`src/rtl/funnel_pkg.sv`:
```
`default_nettype none
// ============================================================================
// funnel_pkg : shared helpers and encodings for the buffered funnel arbiter
// Rev 1.0
// ============================================================================
package funnel_pkg;

  localparam int c_prio_rr    = 0;
  localparam int c_prio_fixed = 1;

  function automatic int clog2(input int value);
    int r;
    r = 0;
    for (int i = 0; i < 31; i++) begin
      if ((1 << i) < value) r = i + 1;
    end
    return r;
  endfunction

  // A tag is always at least one bit wide so the output bus never collapses.
  function automatic int tag_width(input int n);
    return (n < 2) ? 1 : clog2(n);
  endfunction

endpackage
`default_nettype wire

```
`src/rtl/funnel_chan_fifo.sv`:
```
`default_nettype none
// ============================================================================
// funnel_chan_fifo : per-channel circular FIFO, ready derived from count only
// Rev 1.0
// ============================================================================
module funnel_chan_fifo
  import funnel_pkg::*;
#(
  parameter int WIDTH = 32,
  parameter int DEPTH = 4
) (
  input  logic             clk,
  input  logic             rst,
  input  logic             i_wr_en,
  input  logic [WIDTH-1:0] i_wr_data,
  input  logic             i_rd_en,
  output logic [WIDTH-1:0] o_rd_data,
  output logic             o_not_full,
  output logic             o_not_empty
);

  localparam int              c_aw   = clog2(DEPTH);
  localparam logic [c_aw:0]   c_full = (c_aw + 1)'(DEPTH);

  logic [WIDTH-1:0] r_mem [DEPTH];
  logic [c_aw-1:0]  r_wptr;
  logic [c_aw-1:0]  r_rptr;
  logic [c_aw:0]    r_count;
  logic             w_wr;
  logic             w_rd;

  assign o_not_full  = (r_count != c_full);
  assign o_not_empty = (r_count != '0);
  assign o_rd_data   = r_mem[r_rptr];
  assign w_wr        = i_wr_en && o_not_full;
  assign w_rd        = i_rd_en && o_not_empty;

  // Pointers wrap naturally because DEPTH is a power of two.
  always_ff @(posedge clk) begin
    if (rst) begin
      r_wptr  <= '0;
      r_rptr  <= '0;
      r_count <= '0;
    end else begin
      if (w_wr) r_wptr <= r_wptr + 1'b1;
      if (w_rd) r_rptr <= r_rptr + 1'b1;
      case ({w_wr, w_rd})
        2'b10:   r_count <= r_count + 1'b1;
        2'b01:   r_count <= r_count - 1'b1;
        default: r_count <= r_count;
      endcase
    end
  end

  always_ff @(posedge clk) begin
    if (!rst && w_wr) r_mem[r_wptr] <= i_wr_data;
  end

endmodule
`default_nettype wire

```
`src/rtl/funnel_arb_buffered.sv`:
```
`default_nettype none
// ============================================================================
// funnel_arb_buffered : N buffered channels funnelled into one tagged stream
// Rev 1.0
// ============================================================================
module funnel_arb_buffered
    import funnel_pkg::*;
#(
    parameter int funnelWidth  = 4,
    parameter int width        = 32,
    parameter int depth        = 4,
    parameter int priorityMode = 0
) (
    input  logic                                    CLK,
    input  logic                                    RST,
    input  logic [funnelWidth-1:0]                  in_enq__ENA,
    input  logic [funnelWidth*width-1:0]            in_enq_v,
    output logic [funnelWidth-1:0]                  in_enq__RDY,
    output logic                                    out_enq__ENA,
    output logic [tag_width(funnelWidth)+width-1:0] out_enq_v,
    input  logic                                    out_enq__RDY,
    output logic                                    idle
);

    localparam int                c_tw   = tag_width(funnelWidth);
    localparam logic [c_tw-1:0]   c_last = c_tw'(funnelWidth - 1);

    logic [width-1:0]       w_rd_data [funnelWidth];
    logic [funnelWidth-1:0] w_nonempty;
    logic [funnelWidth-1:0] w_deq;
    logic                   w_load;
    logic                   w_grant_valid;
    logic [c_tw-1:0]        w_grant_idx;
    int                     w_scan_idx;

    logic                   r_out_valid;
    logic [c_tw-1:0]        r_out_tag;
    logic [width-1:0]       r_out_data;
    logic [c_tw-1:0]        r_rr_ptr;

    for (genvar i = 0; i < funnelWidth; i++) begin : g_chan
        funnel_chan_fifo #(
            .WIDTH (width),
            .DEPTH (depth)
        ) u_fifo (
            .clk         (CLK),
            .rst         (RST),
            .i_wr_en     (in_enq__ENA[i]),
            .i_wr_data   (in_enq_v[i*width +: width]),
            .i_rd_en     (w_deq[i]),
            .o_rd_data   (w_rd_data[i]),
            .o_not_full  (in_enq__RDY[i]),
            .o_not_empty (w_nonempty[i])
        );
        assign w_deq[i] = w_load && w_grant_valid && (w_grant_idx == c_tw'(i));
    end

    assign out_enq__ENA = r_out_valid && out_enq__RDY;
    assign w_load       = !r_out_valid || out_enq__ENA;
    assign out_enq_v    = {r_out_tag, r_out_data};
    assign idle         = !r_out_valid && (w_nonempty == '0);

    // Scanning downward lets the lowest search offset win without a break.
    always_comb begin
        w_grant_valid = 1'b0;
        w_grant_idx   = '0;
        w_scan_idx    = 0;
        if (priorityMode == c_prio_fixed) begin
            for (int i = funnelWidth - 1; i >= 0; i--) begin
                if (w_nonempty[i]) begin
                    w_grant_valid = 1'b1;
                    w_grant_idx   = c_tw'(i);
                end
            end
        end else begin
            for (int k = funnelWidth - 1; k >= 0; k--) begin
                w_scan_idx = int'(r_rr_ptr) + k;
                if (w_scan_idx >= funnelWidth) w_scan_idx = w_scan_idx - funnelWidth;
                if (w_nonempty[w_scan_idx]) begin
                    w_grant_valid = 1'b1;
                    w_grant_idx   = c_tw'(w_scan_idx);
                end
            end
        end
    end

    always_ff @(posedge CLK) begin
        if (RST) begin
            r_out_valid <= 1'b0;
            r_out_tag   <= '0;
            r_out_data  <= '0;
            r_rr_ptr    <= '0;
        end else if (w_load) begin
            r_out_valid <= w_grant_valid;
            if (w_grant_valid) begin
                r_out_tag  <= w_grant_idx;
                r_out_data <= w_rd_data[w_grant_idx];
                if (priorityMode == c_prio_rr) begin
                    r_rr_ptr <= (w_grant_idx == c_last) ? '0 : w_grant_idx + 1'b1;
                end
            end
        end
    end

endmodule
`default_nettype wire
```
`config.mk`:
```
export PLATFORM = sky130hd
export DESIGN_NAME = funnel_arb_buffered
export DESIGN_NICKNAME = d
export VERILOG_FILES = /design/src/rtl/funnel_pkg.sv /design/src/rtl/funnel_chan_fifo.sv /design/src/rtl/funnel_arb_buffered.sv
export SDC_FILE = /design/constraint.sdc
export NUM_CORES = 1
export LEC_CHECK = 0
export ABC_AREA = 1
export ABC_CLOCK_PERIOD_IN_PS = 4100
export BUFFER_PORTS_ARGS = -buffer_cell sky130_fd_sc_hd__buf_4
export CORE_MARGIN = 3
export CORE_UTILIZATION = 50
export CTS_BUF_LIST = sky130_fd_sc_hd__clkbuf_4 sky130_fd_sc_hd__clkbuf_8
export CTS_CLUSTER_SIZE = 16
export DETAILED_ROUTE_END_ITERATION = 10
export GPL_TIMING_DRIVEN = 0
export MAX_ROUTING_LAYER = met4
export PLACE_DENSITY = 0.65
export SYNTH_ARGS = -nofsm -noshare
export SYNTH_HDL_FRONTEND = slang
export SYNTH_SLANG_ARGS = --single-unit
```
`constraint.sdc`:
```
create_clock -name CLK -period 4.1 [get_ports CLK]
set_clock_uncertainty 0.1 [all_clocks]
set_input_delay 0.41 -clock CLK [delete_from_list [all_inputs] [get_ports CLK]]
set_output_delay 0.41 -clock CLK [all_outputs]
set_load 0.05 [all_outputs]
```
==> results.sh <==
export IMPL_setup_slack_ns=0.535
export IMPL_path_buf_inv=3
export IMPL_gp_congestion=0.924
export IMPL_num_vias=17200
export IMPL_hp_class="in2reg"
export IMPL_synth_edff_count=512
export IMPL_yosysWarnings=0
export IMPL_grt_use_met3=0.0409
export IMPL_cts_max_path_buffers=3
export IMPL_coreArea_mm2=0.0467
export IMPL_crit_family="simple AND/OR/NAND/NOR gates"
export IMPL_startpoint_type="flop"
export IMPL_rsz0062_at_grt="no"
export IMPL_syn_nets=2162
export IMPL_syn_inst=2002
export IMPL_use_met2=0.412
export IMPL_async_reset_ff_frac=0
export IMPL_use_met1=0.371
export IMPL_post_dp_hpwl_mm=44.6
export IMPL_path_common_cell="nand3_2"
export IMPL_top_usage_layer="met2"
export IMPL_yosysMostFrequentCell="edfxtp_1"
export IMPL_peakVddDrop_uv=326
export IMPL_synth_simple_area_share=0.122
export IMPL_cts_num_sinks=585
export IMPL_p_leak_nw=11.0
export IMPL_crit_required_ns=4.54
export IMPL_first_iter_violations=2049
export IMPL_insertion_delay_ns=0.66
export IMPL_whs_ns=0.0712
export IMPL_clk_pin_slew_ns=0.06
export IMPL_power_density_mw_per_mm2=682
export IMPL_die_area_mm2=0.0500
export IMPL_power_total_mw=20.0
export IMPL_cp_max_fo=10
export IMPL_synth_fa_ha_area_frac=0.0145
export IMPL_maxSlewHeadroom=0.560
export IMPL_syn_mean_instance_area_um2=11.8
export IMPL_drtAntennaViolNets=0
export IMPL_routed_wl_mm=65.6
export IMPL_grt_total_usage=0.269
export IMPL_path_cells="nor2_1, nand3_2, nand3_2, nand2_1, nor2_2, nand3_2, nand2_4, buf_6, buf_6, ha_1, nand2_1, nor2_1, ha_1, inv_1, fa_1, a21oi_1, o21ai_0, o21ai_0, a21oi_1"
export IMPL_tns_ns=0
export IMPL_drv_cap=0
export IMPL_status="finished, final reports clean"
export IMPL_critPathKind="reg2reg"
export IMPL_detail_route_wl_per_cell_um=21.2
export IMPL_setup_worst_path_end_class="flop"
export IMPL_fin_cells=3101
export IMPL_drt_first_pass_iters=6
export IMPL_dp_slack_ns=0.593
export IMPL_synth_top_area_frac=0.650
export IMPL_placedCellCount=2799
export IMPL_fin_crit_sh=0.869
export IMPL_io_buffers=174
export IMPL_drc=0
export IMPL_synth_area_leaders="edfxtp_1, dfxtp_1, nor2_1"
export IMPL_crit_arrival_ns=4.01
export IMPL_fillers=3632
export IMPL_die_y_um=224
export IMPL_cpPeakStageDelay_ns=0.44
export IMPL_synth_common_cells="edfxtp_1, nor2_1, nand2_1, o21ai_0, inv_1"
export IMPL_synth_top_area_cell="edfxtp_1"
export IMPL_synth_compound_area_share=0.105
export IMPL_post_drt_via_cell_ratio=5.56
export IMPL_max_freq_ghz=0.281
export IMPL_final_min_clock_period_ns=3.56
export IMPL_initial_core_util=0.507
export IMPL_critical_path_slowest_cell="fa_1"
export IMPL_nNetsFinal=2578
export IMPL_die_width_um=224
export IMPL_yosysSeqAreaShare=0.712
export IMPL_htreeDepth=3
export IMPL_synth_top_family_by_area="simple AND/OR/NAND/NOR gates"
export IMPL_antenna_found_initial=4
export IMPL_grt_start_max_net_pins=28
export IMPL_drv_slew=0
export IMPL_syn_to_final_growth_pct=23.9
export IMPL_netlist_area_mm2=0.0237
export IMPL_cts_tree="done"
export IMPL_synth_area_mux_share=0
export IMPL_io_pins=175
export IMPL_rows=79
export IMPL_synth_cell_types=32
export IMPL_cts_buffers_inserted=93
export IMPL_ys_seq_elements=585
export IMPL_cts_root_buf="clkbuf_8"
export IMPL_synthXorXnorAreaFrac=0.00111
export IMPL_synth_main_ff_cell="edfxtp_1"
export IMPL_grt_pass1_wl_mm=98.7
export IMPL_grt_ovfl_total=0
export IMPL_grt_pass1_vias=16700
export IMPL_cts_resized=0
export IMPL_hold_violations=0
export IMPL_setup_viol=0
export IMPL_max_slew_worst_pin_slew_ns=0.660
export IMPL_drive_above_1_share=0.169
-- worst paths after layout --
kind                                       startpoint                                  endpoint  slack (ns)  cells after the start
max          g_chan[0].u_fifo.r_count[0]$_SDFFE_PP0P_  g_chan[3].u_fifo.r_count[2]$_SDFFE_PP0P_        0.54                     19
min                                    in_enq__ENA[3]   g_chan[3].u_fifo.r_wptr[0]$_SDFFE_PP0P_        0.07                      3
max reg2reg  g_chan[0].u_fifo.r_count[0]$_SDFFE_PP0P_  g_chan[3].u_fifo.r_count[2]$_SDFFE_PP0P_        0.54                     19
min reg2reg   g_chan[3].u_fifo.r_rptr[0]$_SDFFE_PP0P_   g_chan[3].u_fifo.r_rptr[0]$_SDFFE_PP0P_        0.38                      1
-- state kept, by name, summed over array words and instances (netlist names), named ones only --
signal and count:
g_chan.u_fifo.r_count 12, g_chan.u_fifo.r_mem 512, g_chan.u_fifo.r_rptr 8, g_chan.u_fifo.r_wptr 8, r_out_data 32, r_out_tag 2
r_out_valid 1, r_rr_ptr 2
-- report_power, final --
part / switching (mW) / total, mW / internal [mW] / leakage [nW]
clock network: 2.20 / 4.81 / 2.61 / 0.966
logic: 5.52 / 7.89 / 2.37 / 4.83
registers: 0.306 / 7.28 / 6.98 / 5.25
-- worst reg2reg max path, delay by kind of cell (launching register included) --
family                   cells  cell delay [ns]
flip-flops                   1             0.31
AO/OA/AOI/OAI                4             0.46
adder cells (fa/ha/maj)      3             0.80
AND/OR/NAND/NOR              9             1.31
buffers and inverters        3             0.46
-- layout by cell type (no fill, tap or decap), types with 2 or more instances in the layout --
cell type,count
inv_4,3
buf_4,184
inv_1,129
buf_6,8
nor2_2,3
nor2_1,327
buf_2,15
clkbuf_4,38
clkbuf_8,98
o21ai_0,225
edfxtp_1,512
dlygate4sd3_1,131
inv_2,6
ha_1,21
clkinv_2,12
clkbuf_1,70
nand3_1,104
nand2_1,231
xor2_1,3
buf_1,10
nor3_4,2
buf_12,11
nand3_2,6
dfxtp_1,73
a21oi_1,66
clkinv_1,20
nor2_4,20
diode_2,5
nand2_4,2
buf_16,5
o22ai_1,96
o21ai_1,14
nand2_2,2
fa_1,4
a32o_1,32
-- metal layers --
| layer | routed length [um] | vias to the layer above |
|---|---|---|
| met4 | 2160 | 0 |
| met5 | 0 | - |
| met1 | 27600 | 8403 |
| met2 | 31000 | 774 |
| met3 | 4890 | 128 |
| li1 | - | 7932 |
-- per-stage QoR --
| stage | instance area [um^2] | util |
|---|---|---|
| final | 29300 | 0.628 |
| after global routing | 29300 | 0.628 |
| after CTS | 29300 | 0.628 |
| after detailed placement | 26200 | 0.562 |
| after global placement | 25700 | 0.551 |
| after floorplan | 23700 | - |
-- area by class of cell --
cell class	count	area (um^2)	share of cell area
flip-flops and latches	585	16800	0.574
multi-input cells	1161	5850	0.200
repair buffers	321	2980	0.101
clock buffers	136	1630	0.0557
well taps	607	759	0.0259
inverters	143	549	0.0187
plain buffers	113	541	0.0184
clock inverters	30	158	0.00538
diodes	5	12.5	0.000427
-- repair_timing --
item,4_1_cts,5_1_grt
endpoints found under the hold margin,516,0
buffers inserted,0,0
hold buffers,131,0
-- kinds of logic after synthesis --
family                     count (synthesis)
AOI/OAI and AO/OA                        435
DFF                                      585
xor gates and xnor gates                   3
adders and majority gates                 25
and+or+nand+nor                          698
buffers and inverters                    256
Power figures use the tool's default switching activity.
